File: src/rtl/multi_port_stream_serializer_pkg.sv
`default_nettype none
// ============================================================================
// Module   : multi_port_stream_serializer_pkg
// Brief    : Shared types and width helpers for the stream serializer slice.
// Revision : 1.0 - initial release
// ============================================================================
package multi_port_stream_serializer_pkg;

    // Per-cycle register update selected by the serializer control logic.
    typedef enum logic [1:0] {
        OP_HOLD  = 2'd0,
        OP_LOAD  = 2'd1,
        OP_POP   = 2'd2,
        OP_FLUSH = 2'd3
    } op_e;

    // Width of a counter that must hold the values 0..n inclusive.
    function automatic int cnt_width(input int n);
        return $clog2(n + 1);
    endfunction

    // Width of an index into n slots, never narrower than one bit.
    function automatic int idx_width(input int n);
        return (n > 1) ? $clog2(n) : 1;
    endfunction

endpackage
`default_nettype wire

File: src/rtl/multi_port_stream_serializer_lane_prefix_count.sv
`default_nettype none
// ============================================================================
// Module   : multi_port_stream_serializer_lane_prefix_count
// Brief    : Combinational lane-narrowing helper. Grants ready only to the
//            contiguous valid prefix starting at lane 0 and counts the lanes
//            that fire.
// Revision : 1.0 - initial release
// ============================================================================
module multi_port_stream_serializer_lane_prefix_count
    import multi_port_stream_serializer_pkg::*;
#(
    parameter int LANES = 2
) (
    input  logic [LANES-1:0]            i_vld,
    input  logic                        i_load_ok,
    output logic [LANES-1:0]            o_rdy,
    output logic [LANES-1:0]            o_fire,
    output logic [cnt_width(LANES)-1:0] o_count
);

    localparam int c_CNT_WIDTH = cnt_width(LANES);

    logic [LANES-1:0] w_prefix;

    // Lane i is eligible only when every lower lane is valid (no gaps).
    always_comb begin
        w_prefix    = '0;
        w_prefix[0] = 1'b1;
        for (int i = 1; i < LANES; i++) begin
            w_prefix[i] = w_prefix[i-1] & i_vld[i-1];
        end
    end

    for (genvar g = 0; g < LANES; g++) begin : g_lane
        assign o_rdy[g]  = i_load_ok & w_prefix[g];
        assign o_fire[g] = i_vld[g] & o_rdy[g];
    end

    // Popcount of fired lanes; equals the length of the accepted prefix.
    always_comb begin
        o_count = '0;
        for (int i = 0; i < LANES; i++) begin
            o_count = o_count + c_CNT_WIDTH'(o_fire[i]);
        end
    end

endmodule
`default_nettype wire

File: src/rtl/multi_port_stream_serializer.sv
`default_nettype none
// ============================================================================
// Module   : multi_port_stream_serializer
// Brief    : Accepts a batch of up to IN_WIDTH entries per cycle from a
//            multi-port FIFO dequeue side and replays them one per cycle, in
//            lane order, on a single valid/ready port with no inter-batch
//            bubble.
// Revision : 1.0 - initial release
// ============================================================================
module multi_port_stream_serializer
    import multi_port_stream_serializer_pkg::*;
#(
    parameter int IN_WIDTH   = 2,
    parameter int DATA_WIDTH = 32
) (
    input  logic                                clk,
    input  logic                                rst,
    input  logic [IN_WIDTH-1:0]                 in_vld_i,
    input  logic [IN_WIDTH-1:0][DATA_WIDTH-1:0] in_payload_i,
    output logic [IN_WIDTH-1:0]                 in_rdy_o,
    output logic                                out_vld_o,
    output logic [DATA_WIDTH-1:0]               out_payload_o,
    input  logic                                out_rdy_i,
    input  logic                                flush_i
);

    localparam int c_CNT_WIDTH = cnt_width(IN_WIDTH);
    localparam int c_IDX_WIDTH = idx_width(IN_WIDTH);

    logic [DATA_WIDTH-1:0]  r_hold_payload [IN_WIDTH];
    logic [c_CNT_WIDTH-1:0] r_cnt;
    logic [c_IDX_WIDTH-1:0] r_rd_idx;

    logic [IN_WIDTH-1:0]    w_fire;
    logic [c_CNT_WIDTH-1:0] w_fire_cnt;
    logic                   w_out_fire;
    logic                   w_load_ok;
    op_e                    w_op;

    // Outputs come straight from state: valid from the count, data via index mux.
    assign out_vld_o     = (r_cnt != '0);
    assign out_payload_o = r_hold_payload[r_rd_idx];
    assign w_out_fire    = out_vld_o & out_rdy_i;

    // Accept a new batch when empty, or when the last held entry leaves now.
    assign w_load_ok = ~flush_i &
                       ((r_cnt == '0) | ((r_cnt == c_CNT_WIDTH'(1)) & w_out_fire));

    multi_port_stream_serializer_lane_prefix_count #(
        .LANES (IN_WIDTH)
    ) u_prefix (
        .i_vld     (in_vld_i),
        .i_load_ok (w_load_ok),
        .o_rdy     (in_rdy_o),
        .o_fire    (w_fire),
        .o_count   (w_fire_cnt)
    );

    // Pick this cycle's update; flush beats load, load beats pop.
    always_comb begin
        w_op = OP_HOLD;
        if (flush_i) begin
            w_op = OP_FLUSH;
        end else if (w_fire != '0) begin
            w_op = OP_LOAD;
        end else if (w_out_fire) begin
            w_op = OP_POP;
        end
    end

    // Count and read index; reset drops any held entries immediately.
    always_ff @(posedge clk or posedge rst) begin
        if (rst) begin
            r_cnt    <= '0;
            r_rd_idx <= '0;
        end else begin
            case (w_op)
                OP_FLUSH: begin
                    r_cnt    <= '0;
                    r_rd_idx <= '0;
                end
                OP_LOAD: begin
                    r_cnt    <= w_fire_cnt;
                    r_rd_idx <= '0;
                end
                OP_POP: begin
                    r_cnt    <= r_cnt - c_CNT_WIDTH'(1);
                    r_rd_idx <= r_rd_idx + c_IDX_WIDTH'(1);
                end
                default: begin
                    r_cnt    <= r_cnt;
                    r_rd_idx <= r_rd_idx;
                end
            endcase
        end
    end

    // Payload slots capture their lane on fire; contents are don't-care when empty.
    always_ff @(posedge clk) begin
        for (int i = 0; i < IN_WIDTH; i++) begin
            if (w_fire[i]) begin
                r_hold_payload[i] <= in_payload_i[i];
            end
        end
    end

endmodule
`default_nettype wire

File: config.mk
export PLATFORM = sky130hd
export DESIGN_NAME = multi_port_stream_serializer
export DESIGN_NICKNAME = d
export VERILOG_FILES = /design/src/rtl/multi_port_stream_serializer_pkg.sv /design/src/rtl/multi_port_stream_serializer_lane_prefix_count.sv /design/src/rtl/multi_port_stream_serializer.sv
export SDC_FILE = /design/constraint.sdc
export NUM_CORES = 1
export LEC_CHECK = 0
export ABC_AREA = 1
export ABC_CLOCK_PERIOD_IN_PS = 3400
export BUFFER_PORTS_ARGS = -buffer_cell sky130_fd_sc_hd__buf_2
export CORE_AREA = 2 2 80 82
export CTS_CLUSTER_SIZE = 16
export DETAILED_ROUTE_END_ITERATION = 16
export DIE_AREA = 0 0 82 84
export PLACE_DENSITY = 0.81
export SYNTH_ARGS = -nofsm -noshare
export SYNTH_HDL_FRONTEND = slang
export SYNTH_SLANG_ARGS = --single-unit
File: constraint.sdc
create_clock -name clk -period 3.4 [get_ports clk]
set_clock_uncertainty 0.1 [all_clocks]
set_input_delay 0.34 -clock clk [delete_from_list [all_inputs] [get_ports clk]]
set_output_delay 0.34 -clock clk [all_outputs]
set_load 0.05 [all_outputs]
==> results.txt <==
By count the netlist is led by sky130_fd_sc_hd__nand2_1, sky130_fd_sc_hd__edfxtp_1, sky130_fd_sc_hd__inv_1. The final number of hold-violating endpoints was 0; the proportion of layout cells with a drive suffix above 1 was 0.385. After synthesis, the cell types taking the most area are sky130_fd_sc_hd__edfxtp_1, sky130_fd_sc_hd__nand2_1, sky130_fd_sc_hd__dfrtp_1.

Setup total negative slack on the finished layout was measured at 0 ps. The number of antenna repair diodes was 0; the post-layout worst setup margin was 1070 ps. TritonCTS built the clock tree.

The die boundary width is 82 um, and the number of max-slew violations in the final report is 0. The via density per instance was 4.43; the maximum frequency from static timing analysis was 0.429 GHz. The flow ran to the end, and the final reports show no timing, DRC or antenna violations. The count of warnings emitted by yosys is 0, and the register-to-register setup slack is 1380 ps. During I/O placement, the number of pins put on the boundary was 105.

The most critical setup path has its endpoint at in_rdy_o[1]. The fraction of synthesized cell area taken by the top area cell type was 0.731. Data on the critical path arrives at its endpoint at 1890 ps. The tools report the nature of the critical path startpoint as a flop.

Of all nets on the critical path, the largest fanout is 18. Power spread over the standard cell area amounts to 596 nW/um^2. From synthesis to final layout, the design area changed by 29.8%. The tightest min-delay check is of the in -> reg type. The tools report the sequential-to-total area share from yosys stat as 0.759.

Combined global-route utilization of all metal layers: 0.166. For the worst max-slew margin expressed relative to the limit, the log shows 0.621. The max-capacitance violation count was 0.

The endpoint identified for the worst register-to-register timing path is r_cnt[0]. The clock passes through at most 2 buffers. The share of async-settable or async-resettable flops after synthesis was 0.0448; the total non-filler cell area in the finished layout was 3410 sq um. The final cycle utilization of the critical path is 0.686. At the end of routability-driven placement, the weighted congestion stood at 0.738. Setup repair after global routing left no endpoint under its margin. The run gives 0 as the initial antenna violation count. The worst setup path is captured at a primary output. The routed layout has 1791 vias.

Prior to clock tree synthesis, the placed netlist has a worst setup slack of 1420 ps. The via count of the first global-routing pass was 1868; the maximum level of the CTS H-tree was 3. After synthesis the cells add up to 2630 sq um. For the finished layout, the period the worst path requires is 2330 ps. Counting the fill cells in the layout gives 527.

The mean routed wirelength per cell came out at 12.6 um. The height of the chip was 84 um. The clock drives 67 sinks. Summed over all layers, the global routing overflow is 0.

The number of cells traversed by the worst register-to-register path came out at 12. The most common cell in the synthesized netlist was sky130_fd_sc_hd__nand2_1. The synthesized design contains 67 register bits.

The number of enable flip-flop cells after synthesis is 64. In this run the remaining antenna-violating nets after routing total 0. At the pin with the least slew margin, the transition time is 568 ps. The setup-violating endpoint count in the final report is 0. The die covers 6890 sq um. For the total wirelength of the detailed-routed design, the log shows 5.11 mm. Placement row count: 29. Per-instance average area after synthesis: 12.5 sq um. Synthesis produced 211 cells. Largest net degree at the start of global routing: 34.

The total area inside the core boundary comes to 6100 sq um. The run gives 8.24 mm as the wire length of the first global-routing pass. Path type of the worst setup path: reg -> out. The iteration-0 DRC count of the detailed router is 56. The critical path startpoint is r_cnt[0]. The initial core utilization is 0.431. The final layout contains 397 nets. In this run, distinct cell masters in the synthesized netlist total 18. The number of buffers inserted during clock tree synthesis was 9. The tools report the master cell of the clock root buffer as sky130_fd_sc_hd__clkbuf_8. For this design the static power due to leakage is 1.58 nW. The instance area at placement was 3220 sq um. For this run, design rule violations remaining after detail routing come to 0. The net count after synthesis came out at 286. For this run, the detailed router's first-pass iteration total came to 4. In the synthesized netlist the dominant register cell turns out to be sky130_fd_sc_hd__edfxtp_1. The count of buffers added on input and output ports is 104. Clock latency on the worst-skew pair, taken at its later pin, is 330 ps. In this run the critical register-to-register path is launched from r_cnt[0]. The critical path required time was 2960 ps. VDD sags by at most 0.302 mV. The largest total area in the synthesized netlist belongs to sky130_fd_sc_hd__edfxtp_1.

Clock-pin slew was measured on the worst setup and hold paths at 70 ps. For the half-perimeter wire length after placement, the log shows 3.47 mm.
==> kinds of logic (layout without fill, tap and decap cells) <==
| kind of cell | count (synthesis) | in the layout | share of synthesized area |
|---|---|---|---|
| AOI/OAI and AO/OA | 5 | 5 | 0.0114 |
| adders and majority gates | 5 | 5 | 0.0238 |
| buffers and inverters | 22 | 138 | 0.0404 |
| DFF | 67 | 67 | 0.759 |
| and+or+nand+nor | 112 | 112 | 0.165 |
==> critical path, stage by stage, from the launching register on <==
cell and delay [ps]:
sky130_fd_sc_hd__dfrtp_1 410, sky130_fd_sc_hd__inv_1 70, sky130_fd_sc_hd__ha_1 160, sky130_fd_sc_hd__inv_2 60, sky130_fd_sc_hd__nand2_2 80, sky130_fd_sc_hd__nand3_2 90
sky130_fd_sc_hd__inv_1 100, sky130_fd_sc_hd__buf_4 260, sky130_fd_sc_hd__buf_2 320
==> flip-flops by register name, indices dropped and copies added (netlist names) <==
signal	cells
r_cnt	2
r_hold_payload	64
r_rd_idx	1
==> worst min-delay path by stage <==
| stage | endpoint | start | slack, ps | cells past startpoint |
|---|---|---|---|---|
| finish | r_hold_payload[0][17] | in_payload_i[17] | 70 | 1 |
| global placement | r_rd_idx | rst | 120 | 2 |
| CTS | r_hold_payload[0][12] | in_payload_i[12] | 60 | 1 |
| floorplan | r_cnt[0] | rst | -6 | 1 |
| global route | r_hold_payload[1][19] | in_payload_i[51] | 50 | 1 |
| detailed placement | r_rd_idx | rst | 130 | 2 |
==> placed cells by master, fill, tap and decap left out <==
| cell | count |
|---|---|
| sky130_fd_sc_hd__clkbuf_8 | 9 |
| sky130_fd_sc_hd__nand2_1 | 105 |
| sky130_fd_sc_hd__o21ai_0 | 1 |
| sky130_fd_sc_hd__clkinvlp_4 | 1 |
| sky130_fd_sc_hd__nand4_1 | 1 |
| sky130_fd_sc_hd__ha_1 | 5 |
| sky130_fd_sc_hd__o22ai_1 | 1 |
| sky130_fd_sc_hd__clkinv_2 | 3 |
| sky130_fd_sc_hd__inv_1 | 11 |
| sky130_fd_sc_hd__clkbuf_1 | 1 |
| sky130_fd_sc_hd__nand2_2 | 1 |
| sky130_fd_sc_hd__buf_2 | 104 |
| sky130_fd_sc_hd__nand3_2 | 1 |
| sky130_fd_sc_hd__o21bai_1 | 1 |
| sky130_fd_sc_hd__bufinv_16 | 1 |
| sky130_fd_sc_hd__nor2_1 | 3 |
| sky130_fd_sc_hd__a31oi_1 | 1 |
| sky130_fd_sc_hd__clkinv_1 | 1 |
| sky130_fd_sc_hd__or2_1 | 1 |
| sky130_fd_sc_hd__buf_4 | 4 |
| sky130_fd_sc_hd__edfxtp_1 | 64 |
| sky130_fd_sc_hd__dlygate4sd3_1 | 1 |
| sky130_fd_sc_hd__dfrtp_1 | 3 |
| sky130_fd_sc_hd__a21oi_1 | 1 |
| sky130_fd_sc_hd__inv_2 | 2 |
==> where the power goes <==
part           internal [mW]  switching (mW)
sequential             0.957          0.0115
combinational          0.107           0.338
clock                  0.332           0.287
total                   1.40           0.637
==> timing repair <==
item                                   CTS  global route
buffers inserted                         0             0
endpoints found under the hold margin    3             0
hold buffers                             1             0
gates resized for setup                  0             0
==> through the flow <==
step	util	cells	total power [mW]	hold WS, ps
after global routing	0.560	404	2.13	51.0
after CTS	0.560	404	2.06	57.4
after floorplan	-	211	1.32	-6.36
final	0.560	404	2.03	74.2
after global placement	0.528	387	1.43	117
after detailed placement	0.528	387	1.44	125
==> layer usage <==
metal | part of all wire | GRT usage | vias up
li1 | - | - | 914
met1 | 0.39 | 0.173 | 802
met2 | 0.52 | 0.290 | 63
met3 | 0.060 | 0.0498 | 12
met4 | 0.024 | 0.0894 | 0
met5 | 0 | 0 | -
==> final cells by class <==
class | count | area [sq um] | share of cell area
inverter | 13 | 48.8 | 0.0143
timing repair buffer | 109 | 561 | 0.164
sequential | 67 | 2000 | 0.585
tap | 77 | 96.3 | 0.0282
multi-input combinational | 122 | 527 | 0.154
clock inverter | 6 | 56.3 | 0.0165
clock buffer | 10 | 128 | 0.0374
No activity file was read; power rests on OpenSTA's default activity.
